$ cat config.mk
export PLATFORM = sky130hd
export DESIGN_NAME = pwm_sample_decoder
export DESIGN_NICKNAME = d
export VERILOG_FILES = /design/src/rtl/pwm_decoder_pkg.sv /design/src/rtl/pulse_input_conditioner.sv /design/src/rtl/pwm_sample_decoder.sv
export SDC_FILE = /design/constraint.sdc
export NUM_CORES = 1
export LEC_CHECK = 0
export ABC_AREA = 1
export CAP_MARGIN = 20
export CORE_MARGIN = 4
export CORE_UTILIZATION = 46
export CTS_CLUSTER_DIAMETER = 30
export CTS_CLUSTER_SIZE = 8
export DETAILED_ROUTE_END_ITERATION = 10
export HOLD_SLACK_MARGIN = 0.06
export PLACE_DENSITY = 0.68
export REMOVE_ABC_BUFFERS = 1
export SLEW_MARGIN = 20
export SYNTH_ARGS = -nofsm -noshare
export SYNTH_HDL_FRONTEND = slang
export SYNTH_SLANG_ARGS = --single-unit
$ cat constraint.sdc
create_clock -name sysclk -period 1.62 [get_ports sysclk]
set_clock_uncertainty 0.1 [all_clocks]
set_input_delay 0.486 -clock sysclk [delete_from_list [all_inputs] [get_ports sysclk]]
set_output_delay 0.486 -clock sysclk [all_outputs]
set_load 0.1 [all_outputs]
$ cat src/rtl/pwm_decoder_pkg.sv
// Shared types, constants and helpers for the PWM sample decoder.
// Used by pwm_sample_decoder and pulse_input_conditioner.
package pwm_decoder_pkg;

    typedef enum logic [1:0] {
        IDLE    = 2'd0,
        ACQUIRE = 2'd1,
        TRACK   = 2'd2
    } dec_state_t;

    localparam int SYNC_STAGES = 2;
    localparam int FILTER_TAPS = 3;

    // Clamp a count to the largest value representable in i_w bits.
    function automatic logic [31:0] sat_trunc(
        input logic [31:0] i_val,
        input int unsigned i_w
    );
        logic [31:0] w_max;
        if (i_w >= 32) begin
            w_max = 32'hFFFF_FFFF;
        end else begin
            w_max = (32'd1 << i_w) - 32'd1;
        end
        return (i_val > w_max) ? w_max : i_val;
    endfunction

endpackage

$ cat src/rtl/pulse_input_conditioner.sv
// Pulse synchroniser, optional majority filter and rising-edge detect.
// PWM_DECODER_GLITCH_FILTER_EN inserts a 3-tap majority filter (+2 cycles).
module pulse_input_conditioner
    import pwm_decoder_pkg::*;
(
    input  logic sysclk,
    input  logic reset,
    input  logic Pulse,
    output logic p_s,
    output logic p_rise
);

    logic [SYNC_STAGES-1:0] r_sync;
    logic                   r_p_d;
    logic                   w_level;

    always_ff @(posedge sysclk) begin
        if (reset) begin
            r_sync <= '0;
        end else begin
            r_sync <= {r_sync[SYNC_STAGES-2:0], Pulse};
        end
    end

`ifdef PWM_DECODER_GLITCH_FILTER_EN
    logic [FILTER_TAPS-2:0] r_hist;
    logic [FILTER_TAPS-1:0] w_taps;
    logic                   r_filt;

    assign w_taps = {r_hist, r_sync[SYNC_STAGES-1]};

    // Registered vote so a step emerges exactly two cycles late.
    always_ff @(posedge sysclk) begin
        if (reset) begin
            r_hist <= '0;
            r_filt <= 1'b0;
        end else begin
            r_hist <= w_taps[FILTER_TAPS-2:0];
            r_filt <= ($countones(w_taps) > (FILTER_TAPS / 2));
        end
    end

    assign w_level = r_filt;
`else
    assign w_level = r_sync[SYNC_STAGES-1];
`endif

    always_ff @(posedge sysclk) begin
        if (reset) begin
            r_p_d <= 1'b0;
        end else begin
            r_p_d <= w_level;
        end
    end

    assign p_s    = w_level;
    assign p_rise = w_level & ~r_p_d;

endmodule

$ cat src/rtl/pwm_sample_decoder.sv
// Recovers one saturated high-count sample per fixed PWM frame.
// Build option: PWM_DECODER_GLITCH_FILTER_EN (majority filter on Pulse).
module pwm_sample_decoder
    import pwm_decoder_pkg::*;
#(
    parameter int PERIOD_CYCLES = 256,
    parameter int SAMPLE_W      = 8
) (
    input  logic                sysclk,
    input  logic                reset,
    input  logic                Enable_SW_1,
    input  logic                Pulse,
    output logic [SAMPLE_W-1:0] sample,
    output logic                sample_valid,
    output logic                locked,
    output logic                frame_err
);

    localparam int PW = $clog2(PERIOD_CYCLES);
    localparam int HW = $clog2(PERIOD_CYCLES + 1);
    localparam logic [PW-1:0] P_LAST = PW'(PERIOD_CYCLES - 1);
    localparam logic [PW-1:0] P_ONE  = PW'(1);
    localparam logic [HW-1:0] H_ONE  = HW'(1);

    dec_state_t          r_state;
    dec_state_t          w_state_nx;
    logic [PW-1:0]       r_period;
    logic [PW-1:0]       w_period_nx;
    logic [HW-1:0]       r_high;
    logic [HW-1:0]       w_high_nx;
    logic [HW-1:0]       w_high_acc;
    logic [SAMPLE_W-1:0] r_sample;
    logic [SAMPLE_W-1:0] w_sample_nx;
    logic                r_valid;
    logic                w_valid_nx;
    logic                r_locked;
    logic                w_locked_nx;
    logic                r_ferr;
    logic                w_ferr_nx;
    logic                w_p_s;
    logic                w_p_rise;

    pulse_input_conditioner u_cond (
        .sysclk (sysclk),
        .reset  (reset),
        .Pulse  (Pulse),
        .p_s    (w_p_s),
        .p_rise (w_p_rise)
    );

    assign w_high_acc = r_high + {{(HW-1){1'b0}}, w_p_s};

    always_comb begin
        w_state_nx  = r_state;
        w_period_nx = r_period;
        w_high_nx   = r_high;
        w_sample_nx = r_sample;
        w_valid_nx  = 1'b0;
        w_locked_nx = r_locked;
        w_ferr_nx   = 1'b0;
        if (!Enable_SW_1) begin
            w_state_nx  = IDLE;
            w_period_nx = '0;
            w_high_nx   = '0;
            w_locked_nx = 1'b0;
        end else begin
            unique case (r_state)
                IDLE: begin
                    w_state_nx  = ACQUIRE;
                    w_period_nx = '0;
                    w_high_nx   = '0;
                    w_locked_nx = 1'b0;
                end
                ACQUIRE: begin
                    if (w_p_rise) begin
                        w_state_nx  = TRACK;
                        w_period_nx = P_ONE;
                        w_high_nx   = H_ONE;
                    end
                end
                TRACK: begin
                    // An edge away from count 0 restarts the frame there.
                    if (w_p_rise && (r_period != '0)) begin
                        w_ferr_nx   = 1'b1;
                        w_locked_nx = 1'b0;
                        w_period_nx = P_ONE;
                        w_high_nx   = H_ONE;
                    end else if (r_period == P_LAST) begin
                        w_sample_nx = SAMPLE_W'(
                            sat_trunc(32'(w_high_acc), SAMPLE_W));
                        w_valid_nx  = 1'b1;
                        w_locked_nx = 1'b1;
                        w_period_nx = '0;
                        w_high_nx   = '0;
                    end else begin
                        w_period_nx = r_period + P_ONE;
                        w_high_nx   = w_high_acc;
                    end
                end
                default: begin
                    w_state_nx = IDLE;
                end
            endcase
        end
    end

    always_ff @(posedge sysclk) begin
        if (reset) begin
            r_state  <= IDLE;
            r_period <= '0;
            r_high   <= '0;
            r_sample <= '0;
            r_valid  <= 1'b0;
            r_locked <= 1'b0;
            r_ferr   <= 1'b0;
        end else begin
            r_state  <= w_state_nx;
            r_period <= w_period_nx;
            r_high   <= w_high_nx;
            r_sample <= w_sample_nx;
            r_valid  <= w_valid_nx;
            r_locked <= w_locked_nx;
            r_ferr   <= w_ferr_nx;
        end
    end

    assign sample       = r_sample;
    assign sample_valid = r_valid;
    assign locked       = r_locked;
    assign frame_err    = r_ferr;

endmodule

; Word level (Yosys, flattened, before mapping)
; Cells that the tools add are included.
[word_totals]
reg_bits = 33
inputBits = 4
output_inout_bits = 11
word_cells = 54
[op_classes]
n_addsub = 2
order_cmp = 1
eq_ne = 5
muxes = 20
bitwise_logic = 5
n_reduce_logical = 12
[op_table]
columns = operator, n
row1 = 32-bit two-way mux, 4
row2 = 9-bit by 32-bit > comparator with 1-bit output, 1
row3 = 8-bit two-way mux, 4
row4 = 9-bit two-way mux, 3
row5 = 9-bit case mux with 3 select lines, 1
row6 = 8-bit case mux with 3 select lines, 1
row7 = 9-bit by 1-bit adder with 9-bit output, 1
row8 = 8-bit by 1-bit adder with 8-bit output (second input constant), 1
row9 = 8-bit equality test (second input constant), 1
row10 = 8-bit nonzero test, 1
row11 = 2-bit case mux with 3 select lines, 1
row12 = 2-bit AND reduction, 3
row13 = 1-bit two-way mux, 4
row14 = 1-bit inverter, 4
row15 = 4-bit AND reduction, 1
row16 = 4-bit OR reduction, 1
row17 = 3-bit inequality test (second input constant), 1
row18 = 3-bit nonzero test, 1
row19 = 3-bit OR reduction, 1
row20 = 2-bit by 1-bit equality test with 1-bit output (second input constant), 1
row21 = 2-bit equality test (second input constant), 1
row22 = 2-bit logical NOT, 1
row23 = 2-bit two-way mux, 1
row24 = 2-bit inequality test (second input constant), 1
row25 = other kinds (5), 5

; Logic depth before layout (Yosys ltp)
; Gate-level depths: netlist of the first run.
[depth]
depth_word = 8
ltp_mapped = 11
depth_no_buf = 11

; Cells and area by module
; From an unflattened synthesis of the first run, not the netlist that was laid out.
[unflattened]
cells_unflattened = 282
hier_area_um2 = 1836.8
[modules_own_cells]
columns = module, instances, cells_per_inst, area_per_inst_um2, seq_area_each_um2
row1 = pwm_sample_decoder, 1, 272, 1750.4, 600.6
row2 = pulse_input_conditioner, 1, 10, 86.3, 60.1

; Worst setup path before layout of the first run
; Ideal clock, no wire load.
[synth_path]
path_kind = flip-flop to flip-flop
from = register r_high[0]
to = register r_sample[2] (netlist: sample[2])
setup_ps = 113
arrival_time_ps = 1410
slack_ps = -3
stages_incl_launch_ff = 10
synth_period_minus_slack_ps = 1623
path_cell_list = dfxtp_1 ha_1 ha_1 nand3_1 inv_1 nand3b_1 nand2_1 or2_2 nor2_1 nor2_1
[synth_between]
elab_chain_cells = 3
[synth_lines]
columns = element, line_no
row1 = start: declaration, pwm_sample_decoder.sv:29  ; logic [HW-1:0] r_high;
row2 = start signal: assignment, pwm_sample_decoder.sv:119  ; r_high <= w_high_nx;
row3 = 9-bit by 1-bit adder with 9-bit output (*), pwm_sample_decoder.sv:51  ; assign w_high_acc = r_high + {{(HW-1){1'b0}}, w_p_s};
row4 = 9-bit by 32-bit > comparator with 1-bit output, pwm_decoder_pkg.sv:25  ; return (i_val > w_max) ? w_max : i_val;
row5 = 8-bit two-way mux (*), pwm_decoder_pkg.sv:25
row6 = end signal: assignment, pwm_sample_decoder.sv:120  ; r_sample <= w_sample_nx;
row7 = end: declaration, pwm_sample_decoder.sv:32  ; logic [SAMPLE_W-1:0] r_sample;
; Every way passes the cells marked *; elsewhere a longest branch is shown, timed or not.
; A chain may end at the register's enable or synchronous reset.

; Worst setup path after layout of the first run
[layout_path]
from = register r_period[0]
to = register r_sample[0] (netlist: sample[0])
[layout_between]
elab_chain_cells = 4
elab_cells_between_ends = 5
classes_between = 1 x eq/ne / 1 x bitwise / 3 x reduce/logical
[layout_lines]
columns = element, line_no
row1 = start: declaration, pwm_sample_decoder.sv:27  ; logic [PW-1:0] r_period;
row2 = start signal: assignment, pwm_sample_decoder.sv:118  ; r_period <= w_period_nx;
row3 = 8-bit nonzero test, pwm_sample_decoder.sv:83  ; if (w_p_rise && (r_period != '0)) begin
row4 = 1-bit logical AND, pwm_sample_decoder.sv:83
row5 = 1-bit inverter (no source line), n/a
row6 = 4-bit AND reduction (no source line) (*), n/a
; Marks and branches as above.

==> flow_summary.yaml, run 1 <==
clocking:
  cts.path.max_buffers: 2
  cts_tree: "done"
  clock_tree.root_cell: "clkbuf_8"
  clk_latency_ps: 290
  clkTransAtPathRegs_ps: 70
  cts_buffers: 5
  ctsHoldBuffers: 0
  htreeDepth: 2
  clock-sinks: 33
timing:
  fin_crit_ps: 1630
  finalSetupViolations: 1
  slew_headroom: 0.779
  rsz0062_at_grt: "yes"
  hold_viol: 0
  drv_slew: 0
  fin_crit_sh: 1.01
  worst_pin_slew_ps: 330
  fmax_ghz: 0.613
  setup_ws_ps: -12.2
setup_path:
  crit_path_end_kind: "register"
  cp.arrival_ps: 1750
  path_max_fanout: 8
  path_cells: "ha_4 > nand2_4 > nor2_4 > nand2_4 > nor2_4 > nand3_4 > nand2_2 > nand2_1 > nor2_1"
  critPathBufInv: 0
  path_class: "reg -> reg"
  cp-start-kind: "register"
  cpLargestDelayFamily: "simple AND/OR/NAND/NOR gates"
  slowest_stage: "dfxtp_4"
  r2r_setup_slack_ps: -10
  slowest_delay_ps: 380
  crit_required_ps: 1740
drt:
  dr.pass1.iters: 4
  viasPerCell: 4.95
  wl_per_cell_um: 12.6
  drt-initial-drc-count: 82
  vias: 1752
  drc: 0
  wirelength_um: 4470
  antenna_left: 0
floorplanning:
  die_h_um: 70.2
  core-area_um2: 3690
  pin_count: 15
  die_area_um2: 4930
  die_w_um: 70.2
  rows: 22
  initial_utilization: 0.483
power:
  leakagePower_nw: 1.16
  p_per_area_nw_per_um2: 652
  vdd_ir_drop_max_v: 0.000562
  p_total_w: 0.00166
logic_synthesis:
  synth_ff_type: "dfxtp_1"
  yosysUniqueCellTypes: 27
  synth-seq-cells: 33
  yosysTopAreaCell: "dfxtp_1"
  post_synth_main_area_contributors: "dfxtp_1 37%, nand2_1 15%, inv_1 8.2%, nor2_1 7.8%, ha_1 5.6%"
  synth_top_area_frac: 0.371
  syn_area_um2: 1780
  syn-instance-count: 264
  avgSynthCellArea_um2: 6.74
  yosys_warnings: 0
  synth_edf_count: 0
  synthArstFlopShare: 0
  ys_seq_area_frac: 0.371
grt:
  grt_max_degree: 12
  grt_pass1_vias: 1658
  grt-ovfl-total: 0
  grt_use_total: 0.179
  grt_pass1_wl_um: 7020
  grt_antenna_before_repair: 0
place:
  place_congestion: 0.897
  dp.cells: 343
  hpwl_um: 2900
  io_buffers: 14
finish:
  drive_gt1_frac: 0.314
  fin_nets: 317
  instances_no_fill: 354
  area_growth_pct: 43.4
  diodes: 0
hold_path:
  hold_path.class: "reg -> reg"
run_status:
  violations: "negative setup slack"
  outcome: "finished with violations"
run:
  max_cap_violations: 0
-- flip-flops by register name (all words and copies together), names as in the netlist --
name / flops
r_high: 9
r_period: 8
sample: 8
r_state: 2
u_cond.r_sync: 2
frame_err: 1
locked: 1
sample_valid: 1
u_cond.r_p_d: 1
-- metal layers --
metal,vias to the layer above,track usage,part of all wire,wire length (um)
met5,-,0,0,0
met4,0,0.0766,0.020,88
met3,11,0.0446,0.042,189
met2,42,0.302,0.49,2210
met1,790,0.215,0.44,1980
li1,909,-,-,-
-- worst register-to-register path: stages (launching register included) --
cell,delay (ps)
dfxtp_4,380
ha_4,150
nand2_4,60
nor2_4,130
nand2_4,80
nor2_4,220
nand3_4,170
nand2_2,100
nand2_1,50
nor2_1,120
-- worst paths after layout --
path,depth (start not counted),to,start
max,9,sample[0]$_SDFFE_PP0P_,r_period[0]$_SDFFE_PP0P_
min,2,u_cond.r_sync[1]$_SDFF_PP0_,u_cond.r_sync[0]$_SDFF_PP0_
max reg2reg,9,sample[0]$_SDFFE_PP0P_,r_period[0]$_SDFFE_PP0P_
min reg2reg,2,u_cond.r_sync[1]$_SDFF_PP0_,u_cond.r_sync[0]$_SDFF_PP0_
-- logic make-up after synthesis --
group,after synthesis,share of synthesized area
AOI/OAI and AO/OA,24,0.0696
xor gates and xnor gates,4,0.0197
adders and majority gates,8,0.0562
buffers and inverters,46,0.104
DFF,33,0.371
muxes,1,0.00562
and+or+nand+nor,148,0.374
-- placed cells by master, fill, tap and decap left out, types with 2 or more instances in the layout --
cell | netlist | layout
nand4_1 | 10 | 10
clkbuf_8 | 0 | 7
inv_2 | 0 | 3
nor2_2 | 3 | 4
a21oi_2 | 0 | 3
nand2_2 | 3 | 10
buf_6 | 1 | 2
or2_4 | 0 | 3
buf_4 | 0 | 23
inv_4 | 0 | 2
nor2_1 | 37 | 31
nand2_1 | 71 | 62
dfxtp_2 | 0 | 6
nand2_4 | 1 | 3
xor2_1 | 3 | 3
nand3_1 | 12 | 10
o21ai_0 | 8 | 6
clkdlybuf4s50_1 | 0 | 3
nor2_4 | 2 | 7
nor3_1 | 3 | 2
nand3_4 | 1 | 3
o21ai_1 | 1 | 2
ha_4 | 0 | 4
nand3b_1 | 2 | 2
buf_12 | 0 | 11
inv_1 | 39 | 34
a21oi_1 | 13 | 10
ha_1 | 8 | 4
dfxtp_1 | 33 | 26
-- final cells by class --
class | count | area (um2)
multi-input combinational | 186 | 1120
inverter | 40 | 155
timing repair buffer | 39 | 445
clock buffer | 7 | 96.3
fill | 299 | 1130
clock inverter | 1 | 5.00
tap | 48 | 60.1
sequential | 33 | 672
-- through the flow --
stage | setup TNS, ps | utilization | setup WS (ps) | hold slack, ps | instance area [um2]
2_1_floorplan | -455 | - | -127 | 288 | 1750
3_3_place_gp | -1230 | 0.604 | -87.8 | 293 | 2230
3_5_place_dp | -1900 | 0.604 | -136 | 299 | 2230
4_1_cts | -9.53 | 0.651 | -9.53 | 303 | 2400
5_1_grt | -549 | 0.692 | -96.8 | 318 | 2550
6_report | -12.2 | 0.692 | -12.2 | 301 | 2550
-- Yosys cell counts (3+ instances only) --
library cell,number
inv_1,39
o21ai_0,8
nor2_1,37
nand2_2,3
xor2_1,3
nor2_2,3
buf_2,4
dfxtp_1,33
nand2_1,71
or2_2,3
nand4_1,10
nand3_1,12
nor3_1,3
ha_1,8
a21oi_1,13
-- what timing repair did --
item | 4_1_cts | 5_1_grt
pin swaps | 5 | 17
endpoints found under the setup margin | 17 | 28
gates resized for setup | 15 | 46
buffers inserted | 1 | 1
gates cloned | 1 | 0
-- report_power, final --
part | switching, W | total, W | internal [W] | leakage (nW)
combinational | 0.0000877 | 0.000146 | 0.0000584 | 0.836
clock | 0.000311 | 0.000695 | 0.000384 | 0.0542
sequential | 0.00000540 | 0.000823 | 0.000818 | 0.270
total | 0.000404 | 0.00166 | 0.00126 | 1.16
Note: power is estimated with default switching activity, not from simulation.
==> run 2: changes to the inputs <==
--- a/config.mk
+++ b/config.mk
@@ -9,12 +9,12 @@
 export CAP_MARGIN = 20
 export CORE_MARGIN = 4
 export CORE_UTILIZATION = 46
-export CTS_CLUSTER_DIAMETER = 30
 export CTS_CLUSTER_SIZE = 8
 export DETAILED_ROUTE_END_ITERATION = 10
 export HOLD_SLACK_MARGIN = 0.06
 export PLACE_DENSITY = 0.68
 export REMOVE_ABC_BUFFERS = 1
+export SKIP_LAST_GASP = 1
 export SLEW_MARGIN = 20
 export SYNTH_ARGS = -nofsm -noshare
 export SYNTH_HDL_FRONTEND = slang
==> flow_summary.yaml, run 2 (synthesis gave the netlist of run 1 again) <==
run_status:
  outcome: "finished with violations"
  violations: "negative setup slack"
clocking:
  htreeDepth: 2
  clkTransAtPathRegs_ps: 70
  cts_buffers: 5
  clock-sinks: 33
  clock_tree.root_cell: "clkbuf_8"
  clk_latency_ps: 290
  cts_tree: "done"
  cts.path.max_buffers: 2
  ctsHoldBuffers: 0
setup_path:
  worstSetupStartpoint: "r_period[0]$_SDFFE_PP0P_"
  r2r-start: "r_period[0]$_SDFFE_PP0P_"
  path_class: "reg -> reg"
  crit_required_ps: 1740
  cp-start-kind: "register"
  crit_end: "sample[0]$_SDFFE_PP0P_"
  reg2reg_to: "sample[0]$_SDFFE_PP0P_"
  crit_path_end_kind: "register"
  cp.arrival_ps: 1750
  path_max_fanout: 8
  r2r_cells: 9
  r2r_setup_slack_ps: -10
  slowest_stage: "dfxtp_4"
  slowest_delay_ps: 380
  path_cells: "ha_4 > nand2_4 > nor2_4 > nand2_4 > nor2_4 > nand3_4 > nand2_2 > nand2_1 > nor2_1"
finish:
  fin_nets: 317
  layout_common_cells: "62 x nand2_1, 34 x inv_1, 31 x nor2_1, 26 x dfxtp_1, 23 x buf_4"
  drive_gt1_frac: 0.310
  largest_register: "r_high"
  largest_reg_flops: 9
  fillerInstances: 301
  final_common_cell: "nand2_1"
  area_growth_pct: 43.2
  diodes: 0
  postLayoutCoreUtil: 0.691
timing:
  fin_crit_ps: 1630
  whs_ps: 301
  finalSetupViolations: 1
  fmax_ghz: 0.613
  hold_viol: 0
  setup_ws_ps: -10.7
  rsz0062_at_grt: "yes"
  drv_slew: 0
  slew_headroom: 0.779
  fin_crit_sh: 1.01
  worst_pin_slew_ps: 330
drt:
  dr.pass1.iters: 5
  wirelength_um: 4450
  drt-initial-drc-count: 72
  viasPerCell: 4.92
  drc: 0
  wl_per_cell_um: 12.6
  antenna_left: 0
  vias: 1743
grt:
  grt_pass1_wl_um: 7020
  grt_max_degree: 12
  grt-ovfl-total: 0
  grt_use_total: 0.179
  grt_antenna_before_repair: 0
  grt_pass1_vias: 1658
floorplanning:
  initial_utilization: 0.483
  rows: 22
  core-area_um2: 3690
  die_area_um2: 4930
  pin_count: 15
  die_w_um: 70.2
  die_h_um: 70.2
power:
  vdd_ir_drop_max_v: 0.000561
  p_per_area_nw_per_um2: 653
  leakagePower_nw: 1.16
place:
  hpwl_um: 2900
  post-place-ws_ps: -136
  place_congestion: 0.897
  io_buffers: 14
hold_path:
  hold_path.class: "reg -> reg"
run:
  max_cap_violations: 0
run 2: cell counts in the layout (fill, tap and decap cells not counted):
No cell type changed its count.
run 2: worst max-delay path: cells and delay by family (launching register included):
| kind | cells | cell delay, ps |
|---|---|---|
| adders and majority gates | 1 | 150 |
| DFF | 1 | 380 |
| and+or+nand+nor | 8 | 930 |
run 2: metrics by stage:
step	TNS (ps)	std cells	power [W]	area [um2]
floorplan	-455	258	0.000907	1750
global placement	-1230	343	0.000964	2230
detailed placement	-1900	343	0.000965	2230
CTS	-9.53	353	0.00167	2400
global route	-602	354	0.00173	2550
finish	-10.7	354	0.00166	2550
run 2: report_power, final:
part / switching (W) / internal (W) / leakage [nW]
combinational: 0.0000867 / 0.0000577 / 0.835
sequential: 0.00000539 / 0.000818 / 0.270
clock: 0.000313 / 0.000384 / 0.0542
run 2: worst min path at each step:
stage               slack [ps]                   startpoint                          end  cells past startpoint
floorplan                  290  u_cond.r_sync[0]$_SDFF_PP0_  u_cond.r_sync[1]$_SDFF_PP0_                      2
global placement           290  u_cond.r_sync[0]$_SDFF_PP0_  u_cond.r_sync[1]$_SDFF_PP0_                      2
detailed placement         300  u_cond.r_sync[0]$_SDFF_PP0_  u_cond.r_sync[1]$_SDFF_PP0_                      2
CTS                        300  u_cond.r_sync[0]$_SDFF_PP0_  u_cond.r_sync[1]$_SDFF_PP0_                      2
global route               320  u_cond.r_sync[0]$_SDFF_PP0_  u_cond.r_sync[1]$_SDFF_PP0_                      2
finish                     300  u_cond.r_sync[0]$_SDFF_PP0_  u_cond.r_sync[1]$_SDFF_PP0_                      2
run 2: layout make-up:
| type | count | area [um2] | share of cell area |
|---|---|---|---|
| clock buffers | 7 | 96.3 | 0.0378 |
| clock inverters | 1 | 5.00 | 0.00196 |
| inverters | 40 | 155 | 0.0608 |
| multi-input cells | 186 | 1120 | 0.438 |
| flip-flops and latches | 33 | 672 | 0.263 |
| well taps | 48 | 60.1 | 0.0236 |
| repair buffers | 39 | 445 | 0.175 |
run 2: routing by layer:
layer	wire length, um	vias up	track usage
met5	0	-	0
met4	88	0	0.0766
met3	156	11	0.0446
met2	2200	28	0.302
met1	2000	796	0.215
li1	-	908	-
run 2: repair_timing:
item	4_1_cts	5_1_grt
pin swaps	5	17
endpoints found under the setup margin	17	28
hold endpoints to repair	0	0
setup buffers	1	1
cloned	1	0
gates resized for setup	15	45
==> run 3: changes to the inputs <==
--- a/config.mk
+++ b/config.mk
@@ -5,8 +5,6 @@
 export SDC_FILE = /design/constraint.sdc
 export NUM_CORES = 1
 export LEC_CHECK = 0
-export ABC_AREA = 1
-export CAP_MARGIN = 20
 export CORE_MARGIN = 4
 export CORE_UTILIZATION = 46
 export CTS_CLUSTER_SIZE = 8
==> flow_summary.yaml, run 3 <==
setup_path:
  path_cells: "inv_2 > ha_4 > nor4b_4 > a22o_1 > buf_4 > buf_4 > nand4_1 > a21oi_1"
  r2r-start: "r_period[0]$_SDFFE_PP0P_"
  crit_path_end_kind: "register"
  slowest_delay_ps: 350
  slowest_stage: "dfxtp_2"
  cp.arrival_ps: 1890
  path_class: "reg -> reg"
  path_max_fanout: 8
  crit_required_ps: 1730
  cp-start-kind: "register"
  r2r_cells: 8
  worstSetupStartpoint: "r_period[0]$_SDFFE_PP0P_"
  cpMostUsedCell: "buf_4"
floorplanning:
  core-area_um2: 4030
  die_w_um: 72.6
  die_h_um: 72.6
  rows: 23
  die_area_um2: 5260
  initial_utilization: 0.476
  pin_count: 15
grt:
  grt_pass1_wl_um: 9770
  grt_use_total: 0.238
  grt_pass1_vias: 2071
  grt-ovfl-total: 0
  grt_antenna_before_repair: 0
  grt_max_degree: 16
timing:
  whs_ps: 337
  drv_slew: 0
  fin_crit_sh: 1.10
  hold_viol: 0
  worst_pin_slew_ps: 395
  slew_headroom: 0.735
  setup_ws_ps: -157
  rsz0062_at_grt: "yes"
  finalSetupViolations: 21
  fmax_ghz: 0.563
  fin_crit_ps: 1780
finish:
  fin_nets: 295
  largest_register: "r_high"
  drive_gt1_frac: 0.518
  area_growth_pct: 59.7
  largest_reg_flops: 9
  instances_no_fill: 334
  diodes: 0
  final_common_cell: "buf_4"
  postLayoutCoreUtil: 0.760
  layout_common_cells: "53 x buf_4, 27 x dfxtp_1, 15 x a21oi_1, 14 x nand4_1, 13 x buf_12"
clocking:
  clkTransAtPathRegs_ps: 70
  htreeDepth: 2
  ctsHoldBuffers: 0
  clock-sinks: 33
  clk_latency_ps: 290
  cts_tree: "done"
  cts_buffers: 5
  clock_tree.root_cell: "clkbuf_8"
  cts.path.max_buffers: 2
power:
  internal-power_w: 0.00151
  p_per_area_nw_per_um2: 629
  vdd_ir_drop_max_v: 0.000590
  leakagePower_nw: 1.15
  comb_power_share: 0.093
  swShare: 0.215
  p_switching_w: 0.000414
  pwr-share-clk: 0.481
  p_seq_frac: 0.426
hold_path:
  hold_path.class: "reg -> reg"
  holdCritStartpoint: "u_cond.r_sync[0]$_SDFF_PP0_"
  hold_depth: 1
place:
  hpwl_um: 3840
  io_buffers: 14
  place_congestion: 0.870
  post-place-ws_ps: -455
  dp.cells: 317
drt:
  wirelength_um: 6760
  drt-initial-drc-count: 258
  drc: 0
  dr.pass1.iters: 5
  viasPerCell: 6.35
  antenna_left: 0
  wl_per_cell_um: 20.3
  vias: 2121
logic_synthesis:
  synth_ff_type: "dfxtp_1"
  yosysTopAreaCell: "dfxtp_1"
  synth-seq-cells: 33
  yosys_warnings: 0
  ys_seq_area_frac: 0.345
  synth_common_cells: "33 x dfxtp_1, 21 x a21oi_1, 15 x nand3_1"
  synth_top_area_frac: 0.345
  syn_area_um2: 1920
  syn-instance-count: 219
  avgSynthCellArea_um2: 8.75
  synth_edf_count: 0
  synthArstFlopShare: 0
  yosysMostFrequentCell: "dfxtp_1"
  yosysUniqueCellTypes: 48
  post_synth_main_area_contributors: "dfxtp_1 34%, a21oi_1 5.5%, a211oi_2 5.2%, ha_1 5.2%, nand4_1 4.6%"
run:
  max_cap_violations: 0
run_status:
  outcome: "finished with violations"
  violations: "negative setup slack"
run 3: changes by cell type after synthesis, moves of 7 or more:
cell	before	now
a21oi_1	13	21
nor2_1	37	8
a211oi_2	0	8
inv_1	39	6
clkbuf_1	1	8
nand2_1	71	14
run 3: what timing repair did:
item,4_1_cts,5_1_grt
gates resized for setup,52,28
setup buffers,6,3
hold endpoints to repair,0,0
setup endpoints to repair,27,27
pin swaps,16,10
run 3: cell families after synthesis:
kind of cell / after synthesis / synth area share
simple gates: 83 / 0.253
compound gates: 60 / 0.230
flops: 33 / 0.345
buf+inv: 28 / 0.0868
xor+xnor: 6 / 0.0274
fa+ha+maj: 8 / 0.0522
mux: 1 / 0.00522
run 3: critical path: cells and delay by family, from the launching register on:
kind	cells	cell delay, ps
AOI/OAI and AO/OA	2	390
buffers and inverters	3	400
adders and majority gates	1	130
and+or+nand+nor	2	340
DFF	1	350
run 3: power groups by stage:
stage	sequential [W]	clock (W)	combinational [W]
after floorplan	0.000837	0	0.0000525
final	0.000820	0.000925	0.000179
after global routing	0.000820	0.000962	0.000187
after global placement	0.000837	0	0.000127
after detailed placement	0.000837	0	0.000129
after CTS	0.000820	0.000936	0.000148
run 3: per-stage QoR:
step	TNS (ps)	area [um2]	total power, W
3_3_place_gp	-7710	2510	0.000963
4_1_cts	-1090	2910	0.00190
3_5_place_dp	-8440	2510	0.000965
2_1_floorplan	-12010	1770	0.000890
5_1_grt	-4270	3060	0.00197
6_report	-1900	3060	0.00192
run 3: worst paths after layout:
check                                 to  slack (ps)
max             r_period[1]$_SDFFE_PP0P_        -160
min          u_cond.r_sync[1]$_SDFF_PP0_         340
max reg2reg     r_period[1]$_SDFFE_PP0P_        -160
min reg2reg  u_cond.r_sync[1]$_SDFF_PP0_         340
run 3: layout make-up:
type | instances | area [um2]
clock buffer | 5 | 68.8
clock inverter | 3 | 65.1
fill | 243 | 968
inverter | 6 | 25.0
multi-input combinational | 158 | 1370
sequential | 33 | 668
tap | 50 | 62.6
timing repair buffer | 79 | 803
run 3: layer usage:
layer | vias up | global-route usage | wire [um]
met3 | 36 | 0.0512 | 525
met1 | 1013 | 0.287 | 2660
met4 | 0 | 0.121 | 286
met2 | 132 | 0.397 | 3290
met5 | - | 0 | 0
li1 | 940 | - | -
